<file path="src/rtl/bnn_pkg.sv">
// Shared types and helpers for the sequential binary dot-product unit.
package bnn_pkg;

    typedef enum logic [1:0] {IDLE, ACCUM, DONE} state_t;

    localparam int DEF_LEN_DEFAULT = 9;

    // Number of datapath words needed to cover len bits.
    function automatic int unsigned word_count(input int unsigned len, input int unsigned xlen);
        return (len + xlen - 1) / xlen;
    endfunction

endpackage

</file>
<file path="src/rtl/bnn_popcount.sv">
// Masked population count over one datapath word.
module bnn_popcount #(
    parameter int XLEN = 32
) (
    input  logic [XLEN-1:0]        data,
    input  logic [XLEN-1:0]        mask,
    output logic [$clog2(XLEN):0]  count
);

    localparam int CW = $clog2(XLEN) + 1;

    always_comb begin
        count = '0;
        for (int i = 0; i < XLEN; i++)
            count = count + CW'(data[i] & mask[i]);
    end

endmodule

</file>
<file path="src/rtl/bnn_seq_dot.sv">
// Multi-beat XNOR/popcount dot product with optional threshold activation.
module bnn_seq_dot
    import bnn_pkg::*;
#(
    parameter int XLEN    = 32,
    parameter int LEN_W   = 16,
    parameter int DEF_LEN = DEF_LEN_DEFAULT
) (
    input  logic             clk,
    input  logic             reset,
    input  logic             cfg_len_we,
    input  logic [LEN_W-1:0] cfg_len,
    input  logic             cfg_thr_we,
    input  logic [XLEN-1:0]  cfg_thr,
    input  logic             start,
    input  logic             en_threshold,
    input  logic             in_valid,
    output logic             in_ready,
    input  logic [XLEN-1:0]  in_a,
    input  logic [XLEN-1:0]  in_w,
    output logic             out_valid,
    input  logic             out_ready,
    output logic [XLEN-1:0]  result,
    output logic             busy
);

    localparam int CW = $clog2(XLEN) + 1;
    localparam int BW = LEN_W + CW;

    state_t state, state_nx;

    logic [LEN_W-1:0]        len_reg, op_len, wcnt, sel_len;
    logic [XLEN-1:0]         thr_reg, op_thr, sel_thr, result_q, res_d, sum_x, xnor_w, mask;
    logic                    op_mode, sel_mode, act;
    logic [LEN_W:0]          acc, acc_nx;
    logic [CW-1:0]           pop;
    logic [BW-1:0]           base;
    logic signed [LEN_W+1:0] sum_n;
    logic                    start_go, beat, last_beat, load;

    assign start_go  = (state == IDLE) && start;
    assign beat      = (state == ACCUM) && in_valid;
    assign last_beat = (wcnt == LEN_W'(word_count(32'(op_len), unsigned'(XLEN)) - 1));
    assign load      = (start_go && (len_reg == '0)) || (beat && last_beat);

    // Bit i of beat k counts only while k*XLEN+i is inside the vector.
    assign xnor_w = ~(in_a ^ in_w);
    assign base   = BW'(wcnt) * BW'(XLEN);
    for (genvar i = 0; i < XLEN; i++) begin : g_mask
        assign mask[i] = (base + BW'(i)) < BW'(op_len);
    end

    bnn_popcount #(.XLEN(XLEN)) u_pop (
        .data  (xnor_w),
        .mask  (mask),
        .count (pop)
    );

    // A zero-length start finishes in the same cycle, before op_* are loaded.
    assign sel_len  = start_go ? len_reg      : op_len;
    assign sel_thr  = start_go ? thr_reg      : op_thr;
    assign sel_mode = start_go ? en_threshold : op_mode;
    assign acc_nx   = start_go ? '0 : (beat ? acc + (LEN_W+1)'(pop) : acc);
    assign sum_n    = $signed({acc_nx, 1'b0}) - $signed({2'b00, sel_len});
    assign sum_x    = {{(XLEN-LEN_W-2){sum_n[LEN_W+1]}}, sum_n};
    assign act      = $signed(sum_x) >= $signed(sel_thr);
    assign res_d    = sel_mode ? {{(XLEN-1){1'b0}}, act} : sum_x;
    assign result   = result_q;

    always_ff @(posedge clk) begin
        if (reset) state <= IDLE;
        else       state <= state_nx;
    end

    always_comb begin
        state_nx  = state;
        in_ready  = 1'b0;
        out_valid = 1'b0;
        busy      = (state != IDLE);
        case (state)
            IDLE:  if (start) state_nx = (len_reg == '0) ? DONE : ACCUM;
            ACCUM: begin
                in_ready = 1'b1;
                if (beat && last_beat) state_nx = DONE;
            end
            DONE: begin
                out_valid = 1'b1;
                if (out_ready) state_nx = IDLE;
            end
            default: state_nx = IDLE;
        endcase
    end

    always_ff @(posedge clk) begin
        if (reset) begin
            len_reg  <= LEN_W'(DEF_LEN);
            thr_reg  <= '0;
            op_len   <= '0;
            op_thr   <= '0;
            op_mode  <= 1'b0;
            acc      <= '0;
            wcnt     <= '0;
            result_q <= '0;
        end else begin
            if (state == IDLE) begin
                if (cfg_len_we) len_reg <= cfg_len;
                if (cfg_thr_we) thr_reg <= cfg_thr;
            end
            if (start_go) begin
                op_len  <= len_reg;
                op_thr  <= thr_reg;
                op_mode <= en_threshold;
                wcnt    <= '0;
            end else if (beat) begin
                wcnt <= wcnt + 1'b1;
            end
            acc <= acc_nx;
            if (load) result_q <= res_d;
        end
    end

endmodule

</file>
<file path="config.mk">
export PLATFORM = sky130hd
export DESIGN_NAME = bnn_seq_dot
export DESIGN_NICKNAME = d
export VERILOG_FILES = /design/src/rtl/bnn_pkg.sv /design/src/rtl/bnn_popcount.sv /design/src/rtl/bnn_seq_dot.sv
export SDC_FILE = /design/constraint.sdc
export NUM_CORES = 1
export LEC_CHECK = 0
export ABC_CLOCK_PERIOD_IN_PS = 24100
export BUFFER_PORTS_ARGS = -buffer_cell sky130_fd_sc_hd__buf_2
export CAP_MARGIN = 20
export CORE_MARGIN = 5
export CORE_UTILIZATION = 60
export CTS_CLUSTER_SIZE = 10
export DETAILED_ROUTE_END_ITERATION = 6
export GPL_TIMING_DRIVEN = 0
export MAX_ROUTING_LAYER = met4
export PLACE_DENSITY = 0.84
export SYNTH_ARGS = -nofsm -noshare
export SYNTH_HDL_FRONTEND = slang
export SYNTH_SLANG_ARGS = --single-unit
</file>
<file path="constraint.sdc">
create_clock -name clk -period 24.1 [get_ports clk]
set_input_delay 0 -clock clk [delete_from_list [all_inputs] [get_ports clk]]
set_output_delay 0 -clock clk [all_outputs]
set_load 0.02 [all_outputs]
</file>
# Word level (Yosys, flattened, before mapping)
# Index checks and enable logic that the tools add are counted.
dict set report classes {
  add_sub_neg 68
  magnitude_cmp 33
  eq_ne 6
  n_mux 13
  bitwise 34
  n_reduce_logical 12
}
# cell count
set ops {}
lappend ops {{$lt 22x16->1} 31}
lappend ops {{$add 21x5->22 const B} 16}
lappend ops {{$add 6x6->6} 31}
lappend ops {{$add 21x4->22 const B} 8}
lappend ops {{$add 21x3->22 const B} 4}
lappend ops {{$mux 32} 2}
lappend ops {{$add 21x2->22 const B} 2}
lappend ops {{$mux 17} 2}
lappend ops {{$and 1x1->1} 32}
lappend ops {{$ge 18x32->1} 1}
lappend ops {{$not 32->32} 1}
lappend ops {{$xor 32x32->32} 1}
lappend ops {{$add 21x1->22 const B} 1}
lappend ops {{$lt 21x16->1} 1}
lappend ops {{$sub 17x1->18 const B} 1}
lappend ops {{$sub 18x17->18} 1}
lappend ops {{$add 16x6->17 const B} 1}
lappend ops {{$add 17x6->17} 1}
lappend ops {{$add 16x1->16 const B} 1}
lappend ops {{$eq 16x16->1} 1}
lappend ops {{$logic_not 16->1} 1}
lappend ops {{$mux 16} 1}
lappend ops {{$sub 16x1->16 const B} 1}
lappend ops {{$mux 2} 4}
lappend ops {{other kinds (13)} 20}
dict set report word_totals {
  reg_bits 164
  in_bits 120
  output_inout_bits 35
  word_cells 175
}

# Depth between registers and ports, before layout
# Gate-level depths: netlist of run 1.
dict set report depth {
  word_depth 40
  mapped_depth 56
  ltp_nobuf 54
}

# Hierarchy
# Synthesis of run 1 repeated with hierarchy kept, for this count alone.
dict set report unflattened {
  cells_unflattened 1298
  hier_area_um2 10136.0
}
# mod n_inst cells_each area_per_inst_um2 seq_area_each_um2
set by_module_without_submodules {}
lappend by_module_without_submodules {bnn_seq_dot 1 1199 9230.1 3002.9}
lappend by_module_without_submodules {bnn_popcount 1 99 905.9 0.0}

# Least setup slack after synthesis of run 1
# Ideal clock, no wire load.
dict set report synth_path {
  kind {register to register}
  from {reg op_len[10]}
  to {reg result_q[0], in the netlist result[0]}
  setup_time_ps 84
  t_arrival_ps 11800
  slack_ps 12216
  stages_incl_launch_ff 54
  cell_sequence {dfxtp_1 > clkbuf_1 > inv_1 > ha_1 > a21oi_1 > nor2b_1 > o21ai_0 > o211ai_1 > a21oi_1 > nor2_1 > or2_2 > clkbuf_1 > nor2_1 > o311ai_0 > fa_1 > inv_1 > fa_1 > inv_1 > (+18 left out) > ha_1 > a21o_1 > o21ba_2 > a31oi_1 > o311ai_1 > a21o_1 > o211ai_1 > xor2_1 > ha_1 > a21oi_1 > nor2b_1 > a2111oi_0 > a21oi_1 > o21ai_0 > o311a_1 > o21ai_0 > mux2_2 > o31ai_2}
}
dict set report synth_between {
  elab_chain_len 39
}
# item line_no
set synth_lines {}
lappend synth_lines {{start: declaration} bnn_seq_dot.sv:32} ;# logic [LEN_W-1:0] len_reg, op_len, wcnt, sel_len;
lappend synth_lines {{start signal: assignment} bnn_seq_dot.sv:110} ;# op_len <= len_reg;
lappend synth_lines {{$lt 22x16->1 / $lt 21x16->1 (equally long branches)} bnn_seq_dot.sv:50} ;# assign mask[i] = (base + BW'(i)) < BW'(op_len);
lappend synth_lines {{$and 1x1->1} bnn_popcount.sv:15} ;# count = count + CW'(data[i] & mask[i]);
lappend synth_lines {{$add 6x6->6 (30 in series)} bnn_popcount.sv:15}
lappend synth_lines {{$add 6x6->6 (*)} bnn_popcount.sv:15}
lappend synth_lines {{$add 17x6->17 (*)} bnn_seq_dot.sv:63} ;# assign acc_nx = start_go ? '0 : (beat ? acc + (LEN_W+1)'(pop) : acc);
lappend synth_lines {{$mux 17 (*) (2 in series)} bnn_seq_dot.sv:63}
lappend synth_lines {{via acc_nx[6]} bnn_seq_dot.sv:35} ;# logic [LEN_W:0] acc, acc_nx;
lappend synth_lines {{$sub 18x17->18 (*)} bnn_seq_dot.sv:64} ;# assign sum_n = $signed({acc_nx, 1'b0}) - $signed({2'b00, sel_len});
lappend synth_lines {{$ge 18x32->1 (*)} bnn_seq_dot.sv:66} ;# assign act = $signed(sum_x) >= $signed(sel_thr);
lappend synth_lines {{$mux 32 (*)} bnn_seq_dot.sv:67} ;# assign res_d = sel_mode ? {{(XLEN-1){1'b0}}, act} : sum_x;
lappend synth_lines {{end signal: assignment} bnn_seq_dot.sv:118} ;# if (load) result_q <= res_d;
lappend synth_lines {{end: declaration} bnn_seq_dot.sv:33} ;# logic [XLEN-1:0] thr_reg, op_thr, sel_thr, result_q, res_d, sum_x, xnor_w, mask;
# The timed path passes the listed nets; every way through them passes the cells marked *.
# A chain may end at the register's enable or synchronous reset.

# Worst setup path after layout of run 1
# Ends and elaborated chain as after synthesis.

==> results of run 1 <==
## routing by layer
metal | track usage | share of wire
met1 | 0.365 | 0.40
met2 | 0.548 | 0.49
met3 | 0.0624 | 0.070
met4 | 0.135 | 0.047
met5 | - | 0
## cell type report
type / count / area [um^2]
Buffer: 75 / 362
Clock buffer: 18 / 429
Clock inverter: 14 / 158
Fill cell: 1193 / 4300
Inverter: 67 / 251
Multi-Input combinational cell: 955 / 6440
Sequential cell: 150 / 3000
Tap cell: 220 / 275
Timing Repair Buffer: 207 / 1300
## worst min-delay path, stage by stage
cell and delay, ns:
clkbuf_1 0.20, nand2b_1 0.14, o21ai_1 0.05
## per-stage QoR
step,instances,utilization
6_report,1706,0.740
2_1_floorplan,1247,-
3_5_place_dp,1621,0.672
3_3_place_gp,1620,0.671
5_1_grt,1706,0.740
4_1_cts,1706,0.740
## logic make-up after synthesis
kind of cell	synth area share
DFF	0.299
xor gates and xnor gates	0.0758
muxes	0.0499
adders and majority gates	0.143
and+or+nand+nor	0.224
AOI/OAI and AO/OA	0.148
buffers and inverters	0.0610
## cell usage in the layout (no fill, tap or decap), types with 7 or more instances in the layout
cell           netlist  final
mux2i_1             49     49
nand4_1             21     21
a31oi_1              8      8
clkbuf_16            0     17
xor2_1              35     35
xnor2_1             52     52
or2_2                7      7
or3_1               10     10
nand3_1             31     31
clkbuf_1            50     51
nand2_1            157    157
fa_1                26     26
nor2_1             154    154
buf_2                1    154
nand2b_1             7      7
o21ai_0             28     28
buf_4               15     16
and2_1              12     12
a21o_1              16     16
a211oi_1            14     14
inv_1               66     66
nor3_1              27     27
ha_1                73     73
and3_1               9      9
a21oi_1            103    103
nor2b_1             17     17
nor4_1              10     10
dlygate4sd3_1        0     53
dfxtp_1            150    150
## timing repair
item,4_1_cts,5_1_grt
endpoints found under the hold margin,49,0
hold buffers,53,0
endpoints found under the setup margin,0,0
## worst max path at each step
stage | start | endpoint | slack [ns] | depth (start not counted)
after CTS | op_len[10]$_SDFF_PP0_ | result[0]$_SDFFE_PP0P_ | 10.30 | 53
after detailed placement | op_len[10]$_SDFF_PP0_ | result[0]$_SDFFE_PP0P_ | 10.39 | 53
final | op_len[10]$_SDFF_PP0_ | result[0]$_SDFFE_PP0P_ | 10.11 | 53
after floorplan | op_len[10]$_SDFF_PP0_ | result[0]$_SDFFE_PP0P_ | 12.22 | 53
after global placement | op_len[10]$_SDFF_PP0_ | result[0]$_SDFFE_PP0P_ | 10.09 | 53
after global routing | op_len[10]$_SDFF_PP0_ | result[0]$_SDFFE_PP0P_ | 9.44 | 53
## power groups by stage
stage,combinational (mW),sequential [mW],clock [mW]
floorplan,0.923,0.270,0
global route,1.40,0.268,0.277
detailed placement,1.18,0.273,0
CTS,1.22,0.267,0.265
finish,1.23,0.268,0.265
global placement,1.14,0.272,0
==> reports/results.tsv, run 1 <==
stage	metric	value	unit
floorplan	Die ar.	19400	um^2
timing	setup TNS	0	ns
power_and_ir_drop	leakage power	5.41	nW
grt	largest net degree at the start of global routing	17	
floorplan	IO Pins	155	
floorplan	Initial Util	0.608	
setup_path	FF-to-FF Start	op_len[10]$_SDFF_PP0_	
power_and_ir_drop	Internal Power	0.938	mW
timing	Tcrit/Tclk final	0.581	
placement	RePlAce Congestion	0.991	
power_and_ir_drop	Clock power frac	0.151	
placement	post-DP HPWL	22400	um
setup_path	flop2flop setup slack	10.11	ns
power_and_ir_drop	Sequential Power Share	0.152	
detailed_routing	WL/cell	17.7	um
grt	initial antenna violation count	0	
detailed_routing	Routed Wire Length	30300	um
setup_path	Setup crit start kind	register	
run_status	outcome	finished, final reports clean	
setup_path	Worst path slowest cell	fa_1	
power_and_ir_drop	combinational share of power	0.697	
detailed_routing	ANT nets after route	0	
timing	final count of negative-setup-slack endpoints	0	
grt	GRT Residual Overflow	0	
synth	ys async rst share	0	
clock_tree	clock transition at the registers of the reported paths	0.06	ns
timing	worst hold slack	0.0202	ns
power_and_ir_drop	VDD IR max	176	uV
clock_tree	TritonCTS buffer count	17	
worst_hold_path	Hold WC Path Type	input pin to register	
final_layout	layout cell share with drive strength beyond 1	0.152	
timing	skew final	0.0110	ns
power_and_ir_drop	Total Power	1.76	mW
clock_tree	clk buf depth	2	
timing	Slew HR	0.417	
floorplan	FP Rows	47	
timing	final worst slack	10.11	ns
synth	synth cell count leaders	157 x nand2_1, 154 x nor2_1, 150 x dfxtp_1, 103 x a21oi_1, 73 x ha_1	
setup_path	CP Data Arrival Time	14.33	ns
grt	first-pass GRT wire length	49500	um
setup_path	critical path buffer and inverter count	10	
worst_hold_path	Endpoint, Worst Hold	result[13]$_SDFFE_PP0P_	
timing	max-slew violation count	0	
final_layout	Synth-to-Final Area Change	21.5	%
setup_path	Reg2Reg Depth	53	
clock_tree	H-tree Lvls	4	
detailed_routing	DR DRC count	0	
setup_path	CP dominant cell by count	fa_1	
synth	#FFs+latches synth	150	
synth	Mapped Cells	1247	
synth	top cells by area, synth	dfxtp_1 30%, ha_1 9.1%, nand2_1 5.9%	
clock_tree	worst skew pair latency	0.43	ns
floorplan	Die Width	139	um
detailed_routing	vias per cell	5.79	
final_layout	fin nets	1692	
synth	Syn Nets	1466	
timing	endpoints failing hold	0	
setup_path	Largest delay share family, worst path	adder cells	
clock_tree	post-CTS setup buffers	0	
synth	largest area contributor in the netlist	dfxtp_1	
grt	GRT Total Usage	0.319	
synth	Main synth FF type	dfxtp_1	
setup_path	Required @ worst endpoint	24.44	ns
placement	Placed Area	11100	um^2
synth	EDFF count, synth	0	
power_and_ir_drop	total power per unit cell area	144	nW/um^2
power_and_ir_drop	Switch Pwr	0.821	mW
synth	Synth cell types	73	
detailed_routing	DR vias	9886	
setup_path	Crit. End Element	register	
placement	Placement Setup Slack	10.39	ns
detailed_routing	Pre-antenna DRT Iters	7	
synth	Avg Inst Size Synth	8.06	um^2
placement	input/output buffers	153	
timing	unrepaired setup endpoints after global routing	no	
synth	Yosys warning total	0	
timing	Worst-Margin Slew	0.874	ns
floorplan	Core Area	16500	um^2
worst_hold_path	worst hold stages	3	
setup_path	CP max FO	13	
synth	Seq/Total Area, Yosys	0.299	
final_layout	final instance area	12200	um^2
synth	top-count cell post-synth	nand2_1	
power_and_ir_drop	switching part of the total	0.467	
clock_tree	post-CTS sizing	0	
grt	number of global-route vias before repair	9954	
synth	Synth top area share	0.299	
setup_path	WS Path Type	register to register	
run	Max Cap Violations	0	
clock_tree	CTS Sinks	150	
final_layout	# diodes	0	
timing	Tmin final	13.99	ns
setup_path	Reg-to-Reg End	result[0]$_SDFFE_PP0P_	
timing	FMAX	0.0715	GHz
setup_path	CP peak stage delay	0.58	ns
synth	Mapped Area	10100	um^2
clock_tree	Root Buffer	clkbuf_16	
detailed_routing	initial DRC count	728	
clock_tree	CTS tree	done	
floorplan	Die Y	139	um
worst_hold_path	hold_sp	reset	
(Power assumes the default switching activity.)
==> run 2: changes to the inputs <==
ABC_CLOCK_PERIOD_IN_PS = 12100   (was 24100)
CORE_UTILIZATION = 53   (was 60)
PLACE_DENSITY = 0.78   (was 0.84)
clock period = 12.1 ns   (was 24.1 ns; I/O delays follow)
==> run 2 against run 1 <==
Clock power increased by 120%. Register-to-register slack got worse by 9.7 ns. Power increased by 120%. Setup slack got worse by 9.7 ns. Combinational power increased by 120%. Sequential power increased by 99%. Count of clock-buffer cells in the layout unchanged. Utilization decreased by 6.2 points. Fmax increased by 20%. Sequential cell count unchanged. Largest power group unchanged.
==> reports/results.tsv, run 2 (synthesis results as in run 1) <==
stage	metric	value	unit	change
detailed_routing	DR vias	9726		-1.6%
clock_tree	CTS Sinks	150		unchanged
final_layout	fin nets	1700		+0.47%
power_and_ir_drop	total power per unit cell area	301	nW/um^2	+110%
floorplan	Die Width	148	um	+5.9%
setup_path	Reg2Reg Depth	50		-5.7%
floorplan	FP Rows	50		+6.4%
clock_tree	Root Buffer	clkbuf_16		
timing	Tmin final	11.69	ns	-2.30 ns
setup_path	Crit. End Element	register		
grt	largest net degree at the start of global routing	17		unchanged
run	Max Cap Violations	0		unchanged
clock_tree	H-tree Lvls	4		unchanged
setup_path	Setup crit start kind	register		
setup_path	critical path buffer and inverter count	8		-2
final_layout	Multi-input gate area	6690	um^2	+3.9%
final_layout	# fillers	1501		+26%
power_and_ir_drop	Total Power	3.82	mW	+120%
setup_path	Largest delay share family, worst path	adder cells		
placement	post-DP HPWL	22400	um	about the same
clock_tree	clk buf depth	2		unchanged
power_and_ir_drop	Sequential Power Share	0.139		-0.013
setup_path	flop2flop setup slack	0.41	ns	-9.70 ns
grt	first-pass GRT wire length	48700	um	-1.7%
clock_tree	clock transition at the registers of the reported paths	0.07	ns	about the same
worst_hold_path	Hold WC Path Type	input pin to register		
worst_hold_path	Endpoint, Worst Hold	len_reg[4]$_SDFFE_PP0P_		
power_and_ir_drop	switching part of the total	0.460		-0.00653
timing	max-slew violation count	0		unchanged
timing	FMAX	0.0856	GHz	+20%
run_status	outcome	finished, final reports clean		
setup_path	WS Path Type	register to register		
floorplan	IO Pins	155		unchanged
setup_path	Reg-to-Reg End	result[0]$_SDFFE_PP0P_		
power_and_ir_drop	VDD IR max	393	uV	+120%
power_and_ir_drop	leakage power	5.56	nW	+2.7%
setup_path	CP max FO	16		+3
power_and_ir_drop	Switch Pwr	1.76	mW	+110%
grt	number of global-route vias before repair	9751		-2.0%
final_layout	layout cell share with drive strength beyond 1	0.193		+0.0407
setup_path	Worst path slowest cell	fa_1		
detailed_routing	Pre-antenna DRT Iters	5		-2
floorplan	Die Y	148	um	+5.9%
setup_path	FF-to-FF Start	op_len[7]$_SDFF_PP0_		
final_layout	most common cell after layout, fill and taps aside	nand2_1		
setup_path	CP Data Arrival Time	12.04	ns	-2.29 ns
timing	final count of negative-setup-slack endpoints	0		unchanged
worst_hold_path	hold_sp	cfg_len_we		
timing	Slew HR	0.417		about the same
detailed_routing	vias per cell	5.63		-2.9%
final_layout	Synth-to-Final Area Change	26.0	%	
grt	initial antenna violation count	1		+1
floorplan	Die ar.	21800	um^2	+12%
final_layout	fin util	0.677		-0.0621
floorplan	Core Area	18700	um^2	+13%
final_layout	most frequent cells in the layout	157 x nand2_1, 154 x buf_2, 150 x nor2_1		
grt	GRT Total Usage	0.284		-0.0354
detailed_routing	initial DRC count	678		-6.9%
detailed_routing	DR DRC count	0		unchanged
worst_hold_path	worst hold stages	4		+1
timing	skew final	0.00935	ns	-0.00163 ns
timing	Tcrit/Tclk final	0.966		+0.385
final_layout	Seq. cell area	3030	um^2	+0.83%
power_and_ir_drop	combinational share of power	0.707		+0.010
grt	GRT Residual Overflow	0		unchanged
detailed_routing	Routed Wire Length	30400	um	+0.65%
clock_tree	TritonCTS buffer count	17		unchanged
power_and_ir_drop	Internal Power	2.06	mW	+120%
timing	Worst-Margin Slew	0.874	ns	-0.0000375 ns
setup_path	Required @ worst endpoint	12.45	ns	-11.99 ns
placement	RePlAce Congestion	0.950		-4.1%
clock_tree	worst skew pair latency	0.44	ns	about the same
floorplan	Initial Util	0.538		-0.0709
clock_tree	CTS tree	done		
timing	endpoints failing hold	0		unchanged
detailed_routing	WL/cell	17.6	um	-0.69%
detailed_routing	ANT nets after route	0		unchanged
placement	input/output buffers	153		unchanged
power_and_ir_drop	Clock power frac	0.154		+0.003
setup_path	CP peak stage delay	0.56	ns	-0.02 ns
==> run 2: changes by cell type in the layout (fill, tap and decap cells not counted), sizes merged <==
cell    delta
clkinv     -2
buf       +13
bufinv     +2
diode      +1
clkbuf     -5
==> run 2: how the worst max path moves through the flow <==
stage	from	to	slack, ns	depth (start not counted)
3_3_place_gp	op_len[10]$_SDFF_PP0_	result[0]$_SDFFE_PP0P_	-1.98	53
3_5_place_dp	op_len[10]$_SDFF_PP0_	result[0]$_SDFFE_PP0P_	-1.53	53
5_1_grt	op_len[7]$_SDFF_PP0_	result[0]$_SDFFE_PP0P_	-0.04	50
2_1_floorplan	op_len[10]$_SDFF_PP0_	result[0]$_SDFFE_PP0P_	0.22	53
6_report	op_len[7]$_SDFF_PP0_	result[0]$_SDFFE_PP0P_	0.41	50
4_1_cts	op_len[7]$_SDFF_PP0_	result[0]$_SDFFE_PP0P_	0.02	51
==> run 2: timing repair <==
item | in CTS | in global routing
hold buffers | 53 | 0
gates resized for setup | 37 | 42
setup endpoints to repair | 1 | 1
endpoints found under the hold margin | 49 | 0
pin swaps | 16 | 22
buffers inserted | 5 | 7
==> run 2: cell type report <==
cell class | count | share of cell area
Sequential cell | 150 | 0.239
Multi-Input combinational cell | 955 | 0.528
Inverter | 67 | 0.0198
Antenna cell | 1 | 0.000197
Clock buffer | 18 | 0.0347
Buffer | 72 | 0.0282
Clock inverter | 14 | 0.0164
Tap cell | 234 | 0.0231
Timing Repair Buffer | 218 | 0.110
==> run 2: power groups by stage <==
stage	combinational (mW)	sequential [mW]	clock (mW)
global route	3.02	0.534	0.610
global placement	2.28	0.542	0
CTS	2.56	0.532	0.588
finish	2.70	0.532	0.586
detailed placement	2.37	0.543	0
floorplan	1.84	0.538	0
==> run 2: worst min-delay path, stage by stage <==
cell and delay [ns]:
buf_2 0.08, nand2_1 0.14, nand2_1 0.11, a21oi_1 0.06
==> run 2: per-layer routing <==
metal  part of all wire  vias to the layer above  GRT usage  wire [um]
li1                   -                     4755          -          -
met1               0.41                     4523      0.331      12600
met2               0.49                      367      0.489      15000
met3              0.062                       81     0.0518       1890
met4              0.033                        0      0.106        998
met5                  0                        -          -          0
==> run 2: metrics by stage <==
stage	worst slack, ns	cell area (um^2)	hold slack [ns]	instances	TNS, ns
after floorplan	0.216	10100	0.124	1247	0
after global placement	-1.98	11100	0.221	1634	-1.98
after detailed placement	-1.53	11100	0.231	1635	-1.53
after CTS	0.0248	12500	0.000659	1722	0
after global routing	-0.0386	12700	0.0243	1729	-0.0386
final	0.413	12700	0.00431	1729	0
==> run 3: changes to the inputs <==
RECOVER_POWER = 100   (was default)
==> run 3 against run 2 <==
Sequential share of layout area rose by 0.057 points. Count of clock-buffer cells in the layout did not move. Utilization fell by 0.16 points. Fmax barely moved. Setup slack got worse by 0.0050 ns. Wire length rose by 0.36%. Critical path depth did not move. Die area did not move. Highest routed layer unchanged. Power barely moved. Via count rose by 0.13%. Clock power barely moved. Clock skew fell by 0.0016 ns.
==> reports/results.tsv, run 3 (synthesis results as in run 1) <==
stage	metric	value	unit	change
run_status	outcome	finished, final reports clean		
setup_path	WS Path Type	register to register		
power_and_ir_drop	VDD IR max	394	uV	+0.24%
setup_path	CP dominant cell by count	inv_1		
detailed_routing	initial DRC count	679		+0.15%
detailed_routing	ANT nets after route	0		unchanged
clock_tree	TritonCTS buffer count	17		unchanged
detailed_routing	met2 wire len	15200	um	+1.4%
final_layout	layout cell share with drive strength beyond 1	0.178		-0.0147
timing	Tmin final	11.69	ns	+0.00495 ns
setup_path	Worst path slowest cell	fa_1		
detailed_routing	Routed Wire Length	30600	um	+0.36%
setup_path	Crit. End Element	register		
final_layout	fin nets	1700		unchanged
floorplan	Die ar.	21800	um^2	unchanged
placement	Placed Area	11100	um^2	unchanged
setup_path	CP Data Arrival Time	12.04	ns	about the same
floorplan	FP Rows	50		unchanged
timing	endpoints failing hold	0		unchanged
power_and_ir_drop	total power per unit cell area	302	nW/um^2	+0.31%
final_layout	Synth-to-Final Area Change	25.7	%	
timing	Tcrit/Tclk final	0.966		about the same
placement	Placement Setup Slack	-1.53	ns	unchanged
final_layout	Seq. cell area	3030	um^2	unchanged
power_and_ir_drop	Total Power	3.82	mW	about the same
floorplan	Die Width	148	um	unchanged
clock_tree	CTS Sinks	150		unchanged
detailed_routing	vias per cell	5.63		+0.13%
grt	first-pass GRT wire length	48700	um	unchanged
timing	setup TNS	0	ns	unchanged
placement	RePlAce Congestion	0.950		unchanged
detailed_routing	M1 WL	12600	um	+0.45%
floorplan	Initial Util	0.538		unchanged
detailed_routing	DR top layer	met4		
timing	skew final	0.00770	ns	-0.00165 ns
run	Max Cap Violations	0		unchanged
placement	post-DP HPWL	22400	um	unchanged
timing	Worst-Margin Slew	0.855	ns	-0.0189 ns
setup_path	Setup crit start kind	register		
final_layout	most frequent cells in the layout	157 x nand2_1, 150 x nor2_1, 140 x dfxtp_1		
floorplan	Core Area	18700	um^2	unchanged
detailed_routing	metal3 WL	1830	um	-3.2%
timing	Slew HR	0.430		+0.0126
floorplan	IO Pins	155		unchanged
floorplan	Die Y	148	um	unchanged
timing	max-slew violation count	0		unchanged
worst_hold_path	Hold WC Path Type	input pin to register		
setup_path	CP max FO	8		-8
grt	largest net degree at the start of global routing	17		unchanged
grt	initial antenna violation count	1		unchanged
setup_path	Required @ worst endpoint	12.45	ns	about the same
clock_tree	Root Buffer	clkbuf_16		
grt	number of global-route vias before repair	9751		unchanged
clock_tree	worst skew pair latency	0.44	ns	about the same
final_layout	final instance area	12600	um^2	-0.24%
placement	input/output buffers	153		unchanged
power_and_ir_drop	leakage power	5.46	nW	-1.8%
final_layout	fin util	0.676		-0.00160
timing	final worst slack	0.409	ns	-0.00495 ns
detailed_routing	Pre-antenna DRT Iters	6		+1
clock_tree	clk buf depth	2		unchanged
setup_path	CP peak stage delay	0.56	ns	about the same
timing	FMAX	0.0855	GHz	about the same
timing	final count of negative-setup-slack endpoints	0		unchanged
clock_tree	clock transition at the registers of the reported paths	0.07	ns	about the same
grt	GRT Residual Overflow	0		unchanged
final_layout	# fillers	1514		+0.87%
grt	GRT Total Usage	0.284		unchanged
final_layout	Multi-input gate area	6690	um^2	about the same
final_layout	most common cell after layout, fill and taps aside	nand2_1		
clock_tree	H-tree Lvls	4		unchanged
detailed_routing	DR DRC count	0		unchanged
detailed_routing	WL/cell	17.7	um	+0.36%
detailed_routing	DR vias	9739		+0.13%
clock_tree	CTS tree	done		
[run 3: cell types whose count changed in the layout (fill, tap and decap cells not counted), sizes merged]
cell    delta
buf       -40
clkbuf    +40
[run 3: stage by stage]
stage	hold WS, ns	cells
finish	0.0111	1729
global route	0.0243	1729
CTS	0.000659	1722
detailed placement	0.231	1635
global placement	0.221	1634
floorplan	0.124	1247
[run 3: layout make-up]
type                    count  area share
diodes                      1    0.000198
plain buffers              72      0.0283
clock buffers              18      0.0347
clock inverters            14      0.0164
inverters                  67      0.0199
multi-input cells         955       0.529
flip-flops and latches    150       0.240
well taps                 234      0.0232
repair buffers            218       0.109
[run 3: worst max-delay path: cells and delay by family (launching register included)]
kind	cells	cell delay, ns
AO/OA/AOI/OAI	19	3.50
flip-flops	1	0.39
XOR/XNOR	1	0.20
AND/OR/NAND/NOR	8	1.47
buffers and inverters	9	0.64
adder cells (fa/ha/maj)	12	5.04
multiplexers	1	0.30
[run 3: what timing repair did]
item	CTS	global route
pin swaps	16	22
endpoints found under the hold margin	49	0
setup endpoints to repair	1	1
hold buffers	53	0
cloned	0	0
buffers inserted	5	7
gates resized for setup	37	42
[run 3: per-layer routing]
metal / GRT usage / vias up
li1: - / 4746
met1: 0.331 / 4524
met2: 0.489 / 392
met3: 0.0518 / 77
met4: 0.106 / 0
met5: - / -
[run 3: final timing paths]
kind                            start                  endpoint  slack (ns)  cells past startpoint
min reg2reg  thr_reg[24]$_SDFFE_PP0P_  thr_reg[24]$_SDFFE_PP0P_        0.46                      2
max reg2reg      op_len[7]$_SDFF_PP0_    result[0]$_SDFFE_PP0P_        0.41                     50
min                             reset   result[13]$_SDFFE_PP0P_        0.01                      3
max              op_len[7]$_SDFF_PP0_    result[0]$_SDFFE_PP0P_        0.41                     50
[run 3: report_power, final]
part	total [mW]	switching, mW	internal [mW]
Combinational	2.70	1.50	1.20
Sequential	0.532	0.0165	0.516
Clock	0.586	0.245	0.342
Total	3.82	1.76	2.06
